===== src/rtl/rf_pkg.sv =====
// Shared constants, collector state encoding and lane helpers for the
// register-bank operand collector slice.
package rf_pkg;

    localparam int LANES = 8;
    localparam int WIDTH = 32;
    localparam int NREG  = 16;
    localparam int AW    = $clog2(NREG);

    typedef enum logic [1:0] {
        IDLE = 2'd0,
        READ = 2'd1,
        HOLD = 2'd2
    } coll_state_e;

    function automatic logic [WIDTH-1:0] lane_slice(input logic [LANES*WIDTH-1:0] vec,
                                                    input int lane);
        return vec[lane*WIDTH +: WIDTH];
    endfunction

endpackage


===== src/rtl/rf_bypass_mux.sv =====
// Per-lane operand select for one bank read port: zero for unused operands or
// inactive lanes, same-cycle writeback data where it hits, bank data otherwise.
module rf_bypass_mux
    import rf_pkg::*;
(
    input  logic [LANES*WIDTH-1:0] bank_data,
    input  logic [LANES*WIDTH-1:0] wb_data,
    input  logic [LANES-1:0]       wb_mask,
    input  logic                   addr_match,
    input  logic                   use_op,
    input  logic [LANES-1:0]       lane_mask,
    output logic [LANES*WIDTH-1:0] sel_data
);

    // The bank commits the writeback on the same edge we capture, so its read
    // data is stale; forward the writeback lane instead.
    always_comb begin
        sel_data = '0;
        for (int i = 0; i < LANES; i++) begin
            if (use_op && lane_mask[i]) begin
                if (addr_match && wb_mask[i])
                    sel_data[i*WIDTH +: WIDTH] = lane_slice(wb_data, i);
                else
                    sel_data[i*WIDTH +: WIDTH] = lane_slice(bank_data, i);
            end
        end
    end

endmodule


===== src/rtl/rf_operand_collector.sv =====
// Issue-side register-bank initiator: reads both source operands in one READ
// cycle, forwards writebacks to the bank and holds the bundle until consumed.
module rf_operand_collector
    import rf_pkg::*;
(
    input  logic                   clk,
    input  logic                   rst,
    input  logic                   iss_valid,
    output logic                   iss_ready,
    input  logic [AW-1:0]          iss_src0,
    input  logic [AW-1:0]          iss_src1,
    input  logic                   iss_use0,
    input  logic                   iss_use1,
    input  logic [LANES-1:0]       iss_mask,
    output logic [LANES-1:0]       rb_read_en_0,
    output logic [AW-1:0]          rb_raddr_0,
    output logic [LANES-1:0]       rb_read_en_1,
    output logic [AW-1:0]          rb_raddr_1,
    input  logic [LANES*WIDTH-1:0] rb_rdata_0,
    input  logic [LANES*WIDTH-1:0] rb_rdata_1,
    input  logic                   wb_valid,
    input  logic [AW-1:0]          wb_addr,
    input  logic [LANES-1:0]       wb_mask,
    input  logic [LANES*WIDTH-1:0] wb_data,
    output logic [LANES-1:0]       rb_write_en,
    output logic [AW-1:0]          rb_waddr,
    output logic [LANES*WIDTH-1:0] rb_wdata,
    output logic                   op_valid,
    input  logic                   op_ready,
    output logic [LANES*WIDTH-1:0] op_a,
    output logic [LANES*WIDTH-1:0] op_b,
    output logic [LANES-1:0]       op_mask
);

    coll_state_e            state;
    logic [AW-1:0]          req_src0;
    logic [AW-1:0]          req_src1;
    logic                   req_use0;
    logic                   req_use1;
    logic [LANES-1:0]       req_mask;
    logic                   in_read;
    logic                   accept;
    logic                   match0;
    logic                   match1;
    logic [LANES*WIDTH-1:0] sel_a;
    logic [LANES*WIDTH-1:0] sel_b;

    assign in_read   = (state == READ);
    assign iss_ready = (state == IDLE) || ((state == HOLD) && op_ready);
    assign accept    = iss_valid && iss_ready;

    assign rb_raddr_0   = req_src0;
    assign rb_raddr_1   = req_src1;
    assign rb_read_en_0 = (in_read && req_use0) ? req_mask : '0;
    assign rb_read_en_1 = (in_read && req_use1) ? req_mask : '0;

    // Writeback is a pure passthrough, gated only so reset silences the bank.
    assign rb_write_en = (wb_valid && !rst) ? wb_mask : '0;
    assign rb_waddr    = wb_addr;
    assign rb_wdata    = wb_data;

    assign match0 = wb_valid && (wb_addr == req_src0);
    assign match1 = wb_valid && (wb_addr == req_src1);

    rf_bypass_mux u_mux_a (
        .bank_data  (rb_rdata_0),
        .wb_data    (wb_data),
        .wb_mask    (wb_mask),
        .addr_match (match0),
        .use_op     (req_use0),
        .lane_mask  (req_mask),
        .sel_data   (sel_a)
    );

    rf_bypass_mux u_mux_b (
        .bank_data  (rb_rdata_1),
        .wb_data    (wb_data),
        .wb_mask    (wb_mask),
        .addr_match (match1),
        .use_op     (req_use1),
        .lane_mask  (req_mask),
        .sel_data   (sel_b)
    );

    always_ff @(posedge clk or posedge rst) begin
        if (rst) begin
            state    <= IDLE;
            req_src0 <= '0;
            req_src1 <= '0;
            req_use0 <= 1'b0;
            req_use1 <= 1'b0;
            req_mask <= '0;
            op_valid <= 1'b0;
            op_a     <= '0;
            op_b     <= '0;
            op_mask  <= '0;
        end else begin
            if (accept) begin
                req_src0 <= iss_src0;
                req_src1 <= iss_src1;
                req_use0 <= iss_use0;
                req_use1 <= iss_use1;
                req_mask <= iss_mask;
            end
            case (state)
                IDLE: begin
                    if (iss_valid)
                        state <= READ;
                end
                READ: begin
                    op_a     <= sel_a;
                    op_b     <= sel_b;
                    op_mask  <= req_mask;
                    op_valid <= 1'b1;
                    state    <= HOLD;
                end
                HOLD: begin
                    if (op_ready) begin
                        op_valid <= 1'b0;
                        state    <= iss_valid ? READ : IDLE;
                    end
                end
                default: state <= IDLE;
            endcase
        end
    end

endmodule


===== config.mk =====
export PLATFORM = sky130hd
export DESIGN_NAME = rf_operand_collector
export DESIGN_NICKNAME = d
export VERILOG_FILES = /design/src/rtl/rf_pkg.sv /design/src/rtl/rf_bypass_mux.sv /design/src/rtl/rf_operand_collector.sv
export SDC_FILE = /design/constraint.sdc
export NUM_CORES = 2
export LEC_CHECK = 0
export CORE_AREA = 2 2 630 632
export CTS_CLUSTER_DIAMETER = 200
export DETAILED_ROUTE_END_ITERATION = 8
export DIE_AREA = 0 0 632 634
export DONT_BUFFER_PORTS = 1
export MAX_ROUTING_LAYER = met4
export PLACE_DENSITY = 0.3
export SLEW_MARGIN = 0
export SYNTH_ARGS = -nofsm -noshare
export SYNTH_HDL_FRONTEND = slang
export SYNTH_SLANG_ARGS = --single-unit

===== constraint.sdc =====
create_clock -name clk -period 20.5 [get_ports clk]
set_input_delay 4.1 -clock clk [delete_from_list [all_inputs] [get_ports clk]]
set_output_delay 4.1 -clock clk [all_outputs]
set_load 0.01 [all_outputs]

==> results.cfg <==
[sta]
slew_violations = 0
hold_viol = 0
slew_headroom_pct = 8.797
setup_viol = 0
layout_setup_ws_ns = 11.72
max_clock_freq_mhz = 113.9
min_period_ns = 8.781
setup_total_negative_slack_ns = 0
clock_skew_ns = 0.04132
timing.final.crit_share_pct = 42.83
worstMarginPinSlew_ns = 1.368
rsz0062_at_grt = no

[die]
die_x_um = 632
die_height_um = 634
ios = 1617
start_util_pct = 8.481
core_mm2 = 0.3942
die-area_mm2 = 0.4007
rows = 231

[clock_tree]
clkLatencyLatePin_ns = 0.79
clk_pin_slew_worst_paths_ns = 0.05
cts_buffers = 83
clock-sinks = 541
cts_root_buf = clkbuf_16
cts_resized = 0
postCtsSetupRepairBufs = 0
cts_tree = done
clk_path_buf_depth = 4
holdBufCountCts = 0
htreeDepth = 3

[worst_setup_path]
critPathRequiredTime_ns = 16.40
worstSetupStartpointType = primary input
arrival_ns = 4.68
end_kind = output port
crit_buf_inv = 0
max_stage_delay_ns = 0.32
critPathTopFamily = simple AND/OR/NAND/NOR gates
path_cells = nor2b_1 -> and2_1
worstSetupPathType = in2out
cp_max_fo = 9
timing.reg2reg.setup_slack_ns = 15.97
crit_slowest_cell = nor2b_1

[placed_design]
dp_hpwl_um = 265300
gp_congestion = 0.9389
place_ws_ns = 11.74
io_buffers = 0

[worst_hold_path]
min_path_type = reg2reg

[global_routing]
grt_start_max_net_pins = 97
grt_usage_pct = 15.71
antenna_found_initial = 216
grt_pass1_vias = 29974
grt_pass1_wl_um = 390900
overflow = 0

[pwr]
p_per_area_mw_per_mm2 = 109.0
leakagePower_nw = 13.75
ir_drop_mv = 0.06641

[routing]
vias = 31150
drc_errors = 0
routed_wl_um = 321000
routedWlPerCell_um = 35.76
antenna_left = 0
first_pass_iters = 5
vias_per_cell = 3.470
drt_iter0_markers = 2727

[finish]
syn_to_final_growth_pct = 19.99
seq_area_mm2 = 0.01354
n_fill_cell = 45782
drive_above_1_share_pct = 12.02
finalNetCount = 4197
multi_input_area_mm2 = 0.01591

[synth]
synth.yosys.seq_area_share_pct = 40.49
synth_edf_count = 0
yosysMostFrequentCell = nand2_1
synthTopCellsByCount = nand2_1 (1033), dfrtp_1 (541), and2_1 (521), nand4_1 (512), o211ai_1 (392)
synthCells = 3889
synth_warnings = 0
async_reset_ff_share_pct = 100.0
synth_nets = 4692
avgSynthCellArea_um2 = 8.598
yosysTopAreaCellShare_pct = 40.49
ys_seq_elements = 541
syn-cell-area_mm2 = 0.03344
synth_top_area_cell = dfrtp_1
yosys-top-cells-area = dfrtp_1 (40%), nand2_1 (12%), and2_1 (9.7%)
ys.flop_type = dfrtp_1
synth_cell_type_count = 25

[status]
status = complete, no violations

[flow_run]
drv_cap = 0
## final timing paths
check,start,endpoint,cells past startpoint
setup reg to reg,state[1],op_a[47],7
hold reg to reg,op_a[79],op_a[79],2
setup / recovery,wb_valid,rb_write_en[3],2
hold / removal,op_a[79],op_a[79],2
min in group asynchronous,rst,op_b[231],1
max in group asynchronous,rst,op_a[53],4
## layout by cell type (no fill, tap or decap), drive strengths merged, types with 3 or more instances in the layout
cell    count
mux2       26
and3       16
bufinv      3
o211ai    512
dfrtp     541
clkinv     15
inv        14
nor2b       7
and4b      16
nand2    1033
nor4       16
buf        91
nand4     512
diode     281
and2      521
clkbuf    118
## report_power, final
part,internal [mW],switching (mW),total [mW]
logic,0.270,0.755,1.03
registers,1.36,0.531,1.89
clock network,0.843,0.618,1.46
## per-stage QoR
step | std cells | util [%] | area (um^2) | hold WS (ns) | power (mW)
final | 8976 | 10.18 | 40120 | 0.5641 | 4.374
after global routing | 8938 | 10.15 | 40020 | 0.5773 | 4.580
after CTS | 8695 | 9.998 | 39420 | 0.5687 | 4.477
after detailed placement | 8551 | 9.332 | 36790 | 0.5515 | 2.970
after global placement | 8551 | 9.332 | 36790 | 0.5493 | 2.956
after floorplan | 3889 | - | 33440 | 0.5072 | 2.390
## layout make-up
class | instances | share of cell area (%)
multi-input cells | 2669 | 39.66
repair buffers | 91 | 1.859
flip-flops and latches | 541 | 33.75
well taps | 5242 | 16.35
clock inverters | 26 | 0.6362
inverters | 8 | 0.09356
clock buffers | 118 | 5.907
diodes | 281 | 1.753
## cells by family after synthesis
| family | after synthesis | synth area share, % |
|---|---|---|
| buf+inv | 679 | 12.29 |
| compound gates | 518 | 13.41 |
| mux | 26 | 0.8756 |
| xor+xnor | 2 | 0.05240 |
| simple gates | 2123 | 32.88 |
| flops | 541 | 40.49 |
## state kept, by name, indices dropped and copies added (netlist names)
| register | flops |
|---|---|
| req_use0 | 1 |
| op_valid | 1 |
| op_mask | 8 |
| state | 2 |
| op_b | 256 |
| op_a | 256 |
| req_use1 | 1 |
| rb_raddr_0 | 4 |
| rb_raddr_1 | 4 |
| req_mask | 8 |
## layer usage
metal / global-route usage (%) / routed length, um / vias to the layer above / share of wire (%)
li1: - / - / 12769 / -
met1: 16.63 / 117400 / 16015 / 37
met2: 26.40 / 156900 / 1899 / 49
met3: 6.890 / 35260 / 467 / 11
met4: 4.589 / 11390 / 0 / 3.5
met5: - / 0 / - / 0
(Power assumes the default switching activity.)
